$ cat config.mk
export PLATFORM = sky130hd
export DESIGN_NAME = gate_note_stack
export DESIGN_NICKNAME = d
export VERILOG_FILES = /design/src/rtl/gate_note_stack.sv
export SDC_FILE = /design/constraint.sdc
export NUM_CORES = 1
export LEC_CHECK = 0
export CORE_MARGIN = 3
export CORE_UTILIZATION = 50
export CTS_CLUSTER_SIZE = 10
export DETAILED_ROUTE_END_ITERATION = 8
export PLACE_DENSITY = 0.68
export SYNTH_ARGS = -nofsm -noshare
export SYNTH_HDL_FRONTEND = slang
export SYNTH_SLANG_ARGS = --single-unit
$ cat constraint.sdc
create_clock -name clock -period 4.6 [get_ports clock]
set_input_delay 0.92 -clock clock [delete_from_list [all_inputs] [get_ports clock]]
set_output_delay 0.92 -clock clock [all_outputs]
set_load 0.01 [all_outputs]
$ cat src/rtl/gate_note_stack.sv
// Last-note-priority keyboard stack driving the GATE/GATEchgd envelope interface.
// Commands are scanned one stack entry per cycle, then committed in a single cycle.
module gate_note_stack #(
  parameter int DEPTH         = 8,
  parameter int CNT_W         = 4,
  parameter int LEGATO_RETRIG = 1
) (
  input  logic             clock,
  input  logic             reset,
  input  logic             cmd_valid,
  output logic             cmd_ready,
  input  logic             cmd_on,
  input  logic [6:0]       cmd_note,
  input  logic [6:0]       cmd_vel,
  input  logic             all_off,
  output logic             GATE,
  output logic             GATEchgd,
  output logic [6:0]       NOTE,
  output logic [6:0]       VEL,
  output logic [CNT_W-1:0] held_count
);

  localparam logic [CNT_W-1:0] FULL = CNT_W'(DEPTH);
  localparam logic [CNT_W-1:0] ONE  = CNT_W'(1);

  typedef enum logic [1:0] {IDLE, SCAN, COMMIT} state_t;

  state_t           state_q, state_d;
  logic             accept;

  logic [CNT_W-1:0] count_q, count_d;
  logic [CNT_W-1:0] scan_q, scan_d;
  logic [CNT_W-1:0] hit_idx_q, hit_idx_d;
  logic             hit_q, hit_d;
  logic [CNT_W-1:0] scan_span;
  logic             scan_last;
  logic             cur_hit;

  logic             on_q;
  logic [6:0]       lnote_q, lvel_q;

  logic [6:0]       snote_q [DEPTH];
  logic [6:0]       svel_q  [DEPTH];
  logic [6:0]       snote_d [DEPTH];
  logic [6:0]       svel_d  [DEPTH];

  logic             remove;
  logic [CNT_W-1:0] rm_idx;
  logic [CNT_W-1:0] cnt_rm;
  logic [CNT_W-1:0] cnt_new;
  logic             top_chg;
  logic [6:0]       top_note, top_vel;

  logic             gate_q, gate_d;
  logic             gchg_q, gchg_d;
  logic             pend_q, pend_d;
  logic             strobe_req;
  logic [6:0]       note_q, note_d;
  logic [6:0]       vel_q, vel_d;

  // FSM: state register
  always_ff @(posedge clock or posedge reset) begin
    if (reset) state_q <= IDLE;
    else       state_q <= state_d;
  end

  // FSM: next state; all_off aborts whatever is in flight
  always_comb begin
    state_d = state_q;
    case (state_q)
      IDLE:    if (accept) state_d = SCAN;
      SCAN:    if (scan_last) state_d = COMMIT;
      COMMIT:  state_d = IDLE;
      default: state_d = IDLE;
    endcase
    if (all_off) state_d = IDLE;
  end

  // FSM: outputs
  always_comb begin
    cmd_ready = (state_q == IDLE) && !all_off;
    accept    = cmd_ready && cmd_valid;
  end

  // An empty stack still spends one scan cycle
  always_comb begin
    scan_span = (count_q == '0) ? ONE : count_q;
    scan_last = (scan_q == scan_span - ONE);
    cur_hit   = 1'b0;
    for (int i = 0; i < DEPTH; i++) begin
      if (CNT_W'(i) == scan_q && scan_q < count_q && snote_q[i] == lnote_q) cur_hit = 1'b1;
    end
  end

  always_comb begin
    scan_d    = scan_q;
    hit_d     = hit_q;
    hit_idx_d = hit_idx_q;
    if (accept) begin
      scan_d    = '0;
      hit_d     = 1'b0;
      hit_idx_d = '0;
    end else if (state_q == SCAN) begin
      scan_d = scan_q + ONE;
      if (cur_hit) begin
        hit_d     = 1'b1;
        hit_idx_d = scan_q;
      end
    end
  end

  // Commit: optional removal (hit, or oldest entry when full) followed by optional push
  always_comb begin
    remove  = hit_q || (on_q && count_q == FULL);
    rm_idx  = hit_q ? hit_idx_q : '0;
    cnt_rm  = remove ? count_q - ONE : count_q;
    cnt_new = on_q ? cnt_rm + ONE : cnt_rm;
    top_chg = on_q || (hit_q && hit_idx_q == count_q - ONE);
    for (int i = 0; i < DEPTH; i++) begin
      snote_d[i] = snote_q[i];
      svel_d[i]  = svel_q[i];
    end
    if (state_q == COMMIT) begin
      if (remove) begin
        for (int i = 0; i < DEPTH - 1; i++) begin
          if (CNT_W'(i) >= rm_idx) begin
            snote_d[i] = snote_q[i+1];
            svel_d[i]  = svel_q[i+1];
          end
        end
      end
      if (on_q) begin
        for (int i = 0; i < DEPTH; i++) begin
          if (CNT_W'(i) == cnt_rm) begin
            snote_d[i] = lnote_q;
            svel_d[i]  = lvel_q;
          end
        end
      end
    end
    top_note = lnote_q;
    top_vel  = lvel_q;
    if (!on_q) begin
      for (int i = 0; i < DEPTH; i++) begin
        if (CNT_W'(i) == cnt_new - ONE) begin
          top_note = snote_d[i];
          top_vel  = svel_d[i];
        end
      end
    end
  end

  // A strobe that would land right after another one is deferred a cycle
  always_comb begin
    count_d    = count_q;
    gate_d     = gate_q;
    note_d     = note_q;
    vel_d      = vel_q;
    strobe_req = 1'b0;
    if (all_off) begin
      count_d    = '0;
      gate_d     = 1'b0;
      strobe_req = gate_q;
    end else if (state_q == COMMIT) begin
      count_d = cnt_new;
      gate_d  = (cnt_new != '0);
      if (gate_d && top_chg) begin
        note_d = top_note;
        vel_d  = top_vel;
      end
      strobe_req = (gate_d != gate_q) ||
                   (gate_q && gate_d && top_chg && (LEGATO_RETRIG != 0));
    end
    gchg_d = (strobe_req || pend_q) && !gchg_q;
    pend_d = (strobe_req || pend_q) && gchg_q;
  end

  always_ff @(posedge clock or posedge reset) begin
    if (reset) begin
      count_q   <= '0;
      scan_q    <= '0;
      hit_q     <= 1'b0;
      hit_idx_q <= '0;
      gate_q    <= 1'b0;
      gchg_q    <= 1'b0;
      pend_q    <= 1'b0;
      note_q    <= '0;
      vel_q     <= '0;
    end else begin
      count_q   <= count_d;
      scan_q    <= scan_d;
      hit_q     <= hit_d;
      hit_idx_q <= hit_idx_d;
      gate_q    <= gate_d;
      gchg_q    <= gchg_d;
      pend_q    <= pend_d;
      note_q    <= note_d;
      vel_q     <= vel_d;
    end
  end

  // Stack contents and the latched command are pure data: no reset
  always_ff @(posedge clock) begin
    if (accept) begin
      on_q    <= cmd_on;
      lnote_q <= cmd_note;
      lvel_q  <= cmd_vel;
    end
    for (int i = 0; i < DEPTH; i++) begin
      snote_q[i] <= snote_d[i];
      svel_q[i]  <= svel_d[i];
    end
  end

  assign GATE       = gate_q;
  assign GATEchgd   = gchg_q;
  assign NOTE       = note_q;
  assign VEL        = vel_q;
  assign held_count = count_q;

endmodule

==> results_dict.tcl, run 1 <==
set metrics [dict create \
    n_antenna_cell 0 \
    path_cells "inv_1 > ha_1 > nand4b_1 > nand2_1 > nand2_1 > o21a_1 > ha_1 > nand2b_1 > o21ba_2 > o31ai_4 > nand2_1 > or3_1 > o221ai_1 > a2111oi_0 > or2_1" \
    worst_clock_skew_ns 0.00782 \
    setup_violations 0 \
    dp_slack_ns 0.381 \
    status "completed" \
    cts_setup_buffers 0 \
    layout.nets 1090 \
    worstMarginPinSlew_ns 0.920 \
    drt_wl_total_mm 30.2 \
    path_class "flip-flop to flip-flop" \
    syn2layout_area_growth_pct 12.8 \
    hold_class "flip-flop to flip-flop" \
    htreeDepth 4 \
    die_h_um 142 \
    post-route-drc-count 0 \
    synth_area_um2 9190 \
    timing.final.crit_share_pct 93.9 \
    arrival_ns 4.63 \
    max_freq_mhz 232 \
    place_congestion 0.993 \
    rr_endpoint "VEL[1]" \
    p_per_area_nw_per_um2 664 \
    crit_fanout 13 \
    synth_warnings 0 \
    cts_tree "done" \
    fin_crit_ns 4.32 \
    wl_per_cell_um 23.3 \
    routed-via-count 8611 \
    drt_iter0_markers 1210 \
    clk_latency_ns 0.43 \
    drive_above_1_share_pct 9.45 \
    grt.total_usage_pct 30.0 \
    synth_nets 1083 \
    synth-seq-cells 159 \
    dieWidth_um 142 \
    clockBufferDepth 2 \
    clock_power_share_pct 22.0 \
    synth_cells 1049 \
    cts_root_buf "clkbuf_16" \
    syn_avg_cell_area_um2 8.76 \
    irDropWorstVdd_mv 0.327 \
    io-pin-count 40 \
    seq_area_frac_synth_pct 38.0 \
    grt_pass1_wl_mm 46.9 \
    async_flop_share_pct 20.1 \
    post_cts_resized 0 \
    reg2reg_slack_ns 0.28 \
    p_total_uw 6890 \
    worstHoldStart "GATEchgd" \
    critPathMaxStageDelay_ns 0.64 \
    maxSlewViolCount 0 \
    grt_overflow 0 \
    path_clk_slew_ns 0.07 \
    rsz0062_at_grt "no" \
    intPower_uw 3930 \
    dieArea_um2 20100 \
    slew_headroom_pct 38.6 \
    timing.critical_path.mode_cell "nand2_1" \
    layout_commonest_cell "nor2_1" \
    rows 48 \
    crit_path_end_kind "flip-flop" \
    cts_num_sinks 159 \
    final_cell_mix "115 x nor2_1, 112 x dfxtp_1, 64 x nand2_1" \
    p_sw_uw 2950 \
    min_path_cells 1 \
    core_area_um2 17700 \
    cp_data_required_time_ns 4.91 \
    hpwlAfterDp_mm 22.5 \
    cap_violations 0 \
    crit_slowest_cell "or3_1" \
    grt_max_degree 33 \
    min_to "GATEchgd" \
    final.setup.worst_slack_ns 0.282 \
    p_seq_share_pct 32.1 \
    totalNegativeSetupSlack_ns 0 \
    drt-vias-per-instance 6.65 \
    synthDistinctLibCells 94 \
    port_buffers 39 \
    grt_pass1_vias 7656 \
    r2r_cells 15 \
    synth_edf_count 15 \
    antenna_left 0 \
    start_util_pct 52.1 \
    dr.pass1.iters 8 \
    rr_startpoint "held_count[0]" \
    p_comb_share_pct 45.9 \
    swShare_pct 42.9 \
    hold_viol 0 \
    antenna_found_initial 0 \
    cts_made_buffers 17 \
    p_leak_uw 0.00402 \
    synth_ff_type "dfxtp_1" \
    start_kind "flip-flop" \
    cts-hold-fix-buffers 0 \
]
Yosys cell counts (9+ instances only):
| cell | number | area share, % |
|---|---|---|
| and3_1 | 26 | 1.8 |
| ha_1 | 15 | 2.0 |
| and2_1 | 9 | 0.61 |
| dfxtp_1 | 112 | 24 |
| o21ai_0 | 40 | 2.2 |
| o211ai_1 | 17 | 1.4 |
| buf_2 | 26 | 1.4 |
| xor2_1 | 18 | 1.7 |
| edfxtp_1 | 15 | 4.9 |
| a221o_1 | 28 | 3.0 |
| dfrtp_1 | 32 | 8.7 |
| nand2_1 | 64 | 2.6 |
| o22ai_1 | 57 | 3.9 |
| a221oi_1 | 10 | 0.95 |
| a21oi_1 | 52 | 2.8 |
| nor2_1 | 115 | 4.7 |
| nor3_1 | 23 | 1.3 |
| mux2_2 | 11 | 1.3 |
| nand3_1 | 29 | 1.6 |
| inv_1 | 25 | 1.0 |
| xnor2_1 | 56 | 5.3 |
| a211oi_1 | 9 | 0.73 |
| o31ai_1 | 9 | 0.73 |
| clkbuf_1 | 50 | 2.0 |
| nand4_1 | 16 | 1.1 |
flip-flops by register name (all words and copies together), names as in the netlist, 7 cells and up:
name,cells
VEL,7
snote_q,56
lvel_q,7
NOTE,7
lnote_q,7
svel_q,56
cell type report:
cell class	instances	area (um2)
Inverter	25	93.8
Sequential cell	159	3490
Clock buffer	18	429
Timing Repair Buffer	74	653
Tap cell	225	282
Clock inverter	14	189
Multi-Input combinational cell	779	5240
Fill cell	1596	7280
cell families (layout without fill, tap and decap cells):
family | after synthesis | in the layout | synth area share [%]
compound gates | 338 | 338 | 27.5
simple gates | 331 | 331 | 17.7
flops | 159 | 159 | 38.0
buf+inv | 111 | 131 | 5.14
xor+xnor | 75 | 75 | 7.23
mux | 20 | 20 | 2.38
fa+ha+maj | 15 | 15 | 2.04
worst max-delay path: cells and delay by family (launching register included):
| kind | cells | cell delay [ns] |
|---|---|---|
| AND/OR/NAND/NOR | 7 | 1.74 |
| AO/OA/AOI/OAI | 5 | 1.33 |
| adder cells (fa/ha/maj) | 2 | 0.54 |
| flip-flops | 1 | 0.38 |
| buffers and inverters | 1 | 0.20 |
per-stage QoR:
step / cell area (um2) / util [%] / hold WS, ns / instances
6_report: 10400 / 58.8 / 0.455 / 1294
5_1_grt: 10400 / 58.8 / 0.484 / 1294
4_1_cts: 10400 / 58.8 / 0.456 / 1294
3_5_place_dp: 9760 / 55.3 / 0.447 / 1262
3_3_place_gp: 9760 / 55.3 / 0.447 / 1262
2_1_floorplan: 9190 / - / 0.434 / 1049
worst max-delay path by stage:
stage / from / endpoint / slack, ns / cells past startpoint
finish: held_count[0] / VEL[1] / 0.28 / 15
global route: held_count[3] / NOTE[5] / 0.04 / 13
CTS: held_count[0] / VEL[1] / 0.34 / 15
detailed placement: held_count[0] / VEL[1] / 0.38 / 15
global placement: held_count[0] / VEL[1] / 0.48 / 15
floorplan: held_count[0] / NOTE[0] / 0.52 / 16
layer usage:
layer	vias to the layer above	GRT usage [%]	wire, um
met4	0	7.07	490
met3	43	5.26	2990
met2	531	42.9	12800
li1	3939	-	-
met1	4098	46.9	13900
met5	-	0	0
power by group through the flow:
stage / combinational (uW) / clock, uW / sequential [uW]
final: 3160 / 1520 / 2210
after CTS: 3070 / 1530 / 2190
after global placement: 3020 / 0 / 2210
after floorplan: 2230 / 0 / 2100
after detailed placement: 3050 / 0 / 2210
after global routing: 3370 / 1590 / 2250
No activity file was read; power rests on OpenSTA's default activity.
==> inputs of run 2 (changes only) <==
Settings changed: ABC_AREA set to 1, CELL_PAD_IN_SITES_DETAIL_PLACEMENT set to 0, CELL_PAD_IN_SITES_GLOBAL_PLACEMENT set to 1, CORE_UTILIZATION 50 to 44, PLACE_DENSITY 0.68 to not set, PLACE_DENSITY_LB_ADDON set to 0.1.
==> run 2 against run 1 <==
Against the previous run: routed wire length is 18% higher; final area rose by 13%; core utilization is 7.8 points lower; critical endpoint is now NOTE[2]; largest power group unchanged; highest routed layer is now met5.
==> results_dict.tcl, run 2 <==
set metrics [dict create \
    status "completed" \
    reg_top3 "snote_q x56, svel_q x56" \
    rsz0062_at_grt "no" \
    rr_startpoint "held_count[0]" \
    die_h_um 160 \
    cts_tree "done" \
    drt-vias-per-instance 5.49 \
    path_class "flip-flop to flip-flop" \
    timing.critical_path.mode_cell "nand2_1" \
    clock_power_share_pct 23.6 \
    port_buffers 39 \
    start_kind "flip-flop" \
    fillers 2430 \
    slew_headroom_pct 39.0 \
    synth_ff_type "dfxtp_1" \
    place_area_um2 11100 \
    n_antenna_cell 0 \
    layout.nets 1656 \
    worstMarginPinSlew_ns 0.915 \
    cts_num_sinks 159 \
    dieWidth_um 160 \
    antenna_left 0 \
    synth_nets 1654 \
    post-route-drc-count 0 \
    fin_crit_ns 4.14 \
    synth_area_um2 10500 \
    synth-seq-cells 159 \
    cap_violations 0 \
    rows 55 \
    swShare_pct 42.8 \
    crit_path_end_kind "flip-flop" \
    worst_clock_skew_ns 0.0182 \
    grt_max_degree 93 \
    setup_violations 0 \
    hold_viol 0 \
    p_leak_uw 0.00542 \
    clockBufferDepth 2 \
    p_seq_share_pct 36.4 \
    p_sw_uw 2620 \
    synth_most_common_cell "nand2_1" \
    max_freq_mhz 241 \
    r2r_cells 26 \
    reg2reg_slack_ns 0.46 \
    drt_wl_total_mm 35.5 \
    critPathMaxStageDelay_ns 0.46 \
    hpwlAfterDp_mm 25.5 \
    seq_area_frac_synth_pct 33.4 \
    place_congestion 0.923 \
    arrival_ns 4.48 \
    htreeDepth 4 \
    clk_latency_ns 0.45 \
    intPower_uw 3510 \
    synth_cells 1620 \
    totalNegativeSetupSlack_ns 0 \
    grt_overflow 0 \
    grt_pass1_wl_mm 55.5 \
    antenna_found_initial 2 \
    drive_above_1_share_pct 7.77 \
    timing.final.crit_share_pct 90.1 \
    post_cts_resized 0 \
    min_path_cells 1 \
    rr_endpoint "NOTE[2]" \
    dieArea_um2 25700 \
    synth_warnings 0 \
    synth_top_area_cell "dfxtp_1" \
    wl_per_cell_um 18.2 \
    crit_slowest_cell "dfrtp_1" \
    netlist_top_cells_count "502 x nand2_1, 165 x o21ai_0, 155 x inv_1" \
    min_to "GATEchgd" \
    p_per_area_nw_per_um2 524 \
    crit_fanout 19 \
    cts_setup_buffers 0 \
    synthDistinctLibCells 48 \
    routed-via-count 10695 \
    path_clk_slew_ns 0.08 \
    layout_commonest_cell "nand2_1" \
    io-pin-count 40 \
    drt_iter0_markers 913 \
    grt_pass1_vias 9611 \
    cts-hold-fix-buffers 0 \
    p_comb_share_pct 40.0 \
    worstHoldStart "GATEchgd" \
    design_area_um2 11700 \
    syn2layout_area_growth_pct 11.8 \
    hold_class "flip-flop to flip-flop" \
    start_util_pct 45.6 \
    synth_top_cells_by_area "dfxtp_1 21%, nand2_1 18%, o21ai_0 7.9%, dfrtp_1 7.6%, inv_1 5.6%" \
    maxSlewViolCount 0 \
    grt.total_usage_pct 27.4 \
    dr.pass1.iters 5 \
    cts_made_buffers 17 \
    irDropWorstVdd_mv 0.283 \
    cp_data_required_time_ns 4.94 \
    synth_edf_count 15 \
    synth_top_area_share_pct 21.4 \
    async_flop_share_pct 20.1 \
    syn_avg_cell_area_um2 6.46 \
    core_area_um2 23000 \
    cts_root_buf "clkbuf_16" \
    final_cell_mix "502 x nand2_1, 165 x o21ai_0, 154 x inv_1" \
]
==> run 2: through the flow <==
stage	std cells	setup slack, ns	power, uW	hold WS (ns)	util (%)
6_report	1948	0.456	6140	0.460	50.9
5_1_grt	1948	0.0375	6580	0.511	50.9
4_1_cts	1945	0.482	6120	0.465	50.8
3_5_place_dp	1913	0.498	4660	0.450	48.3
3_3_place_gp	1913	0.623	4640	0.450	48.3
2_1_floorplan	1620	1.24	3840	0.440	-
==> run 2: kinds of logic (layout without fill, tap and decap cells) <==
logic type / after synthesis / in the layout / share of synthesized area, %
simple gates: 757 / 757 / 30.8
compound gates: 396 / 396 / 21.5
buf+inv: 263 / 278 / 10.0
flops: 159 / 159 / 33.4
xor+xnor: 30 / 30 / 2.58
fa+ha+maj: 15 / 15 / 1.79
==> run 2: per-layer routing <==
metal | vias up | GRT usage (%) | part of all wire (%)
met4 | 4 | 5.80 | 1.4
met3 | 35 | 5.01 | 6.5
li1 | 5334 | - | -
met5 | - | 0 | 0.059
met2 | 363 | 39.9 | 42
met1 | 4959 | 42.2 | 50
==> run 2: final cells by class <==
cell class	instances	area (um2)	area share (%)
Inverter	174	653	5.58
Clock inverter	15	166	1.42
Clock buffer	17	425	3.63
Timing Repair Buffer	72	638	5.45
Tap cell	313	392	3.35
Sequential cell	159	3490	29.8
Multi-Input combinational cell	1198	5940	50.7
==> run 2: critical path: cells and delay by family, from the launching register on <==
family / cells / cell delay [ns]
flops: 1 / 0.46
fa+ha+maj: 2 / 0.43
compound gates: 1 / 0.11
simple gates: 20 / 2.44
buf+inv: 3 / 0.59
==> run 2: how the worst max path moves through the flow <==
stage	startpoint	endpoint	slack (ns)
final	held_count[0]	NOTE[2]	0.46
after global routing	held_count[0]	NOTE[4]	0.04
after CTS	held_count[0]	NOTE[2]	0.48
after detailed placement	held_count[0]	NOTE[1]	0.50
after global placement	held_count[0]	NOTE[2]	0.62
after floorplan	held_count[0]	VEL[1]	1.24
==> run 2: power groups by stage <==
| stage | Sequential (uW) | Clock (uW) | Combinational, uW |
|---|---|---|---|
| 2_1_floorplan | 2170 | 0 | 1670 |
| 3_3_place_gp | 2250 | 0 | 2390 |
| 3_5_place_dp | 2250 | 0 | 2410 |
| 4_1_cts | 2230 | 1470 | 2430 |
| 5_1_grt | 2290 | 1520 | 2770 |
| 6_report | 2230 | 1450 | 2450 |
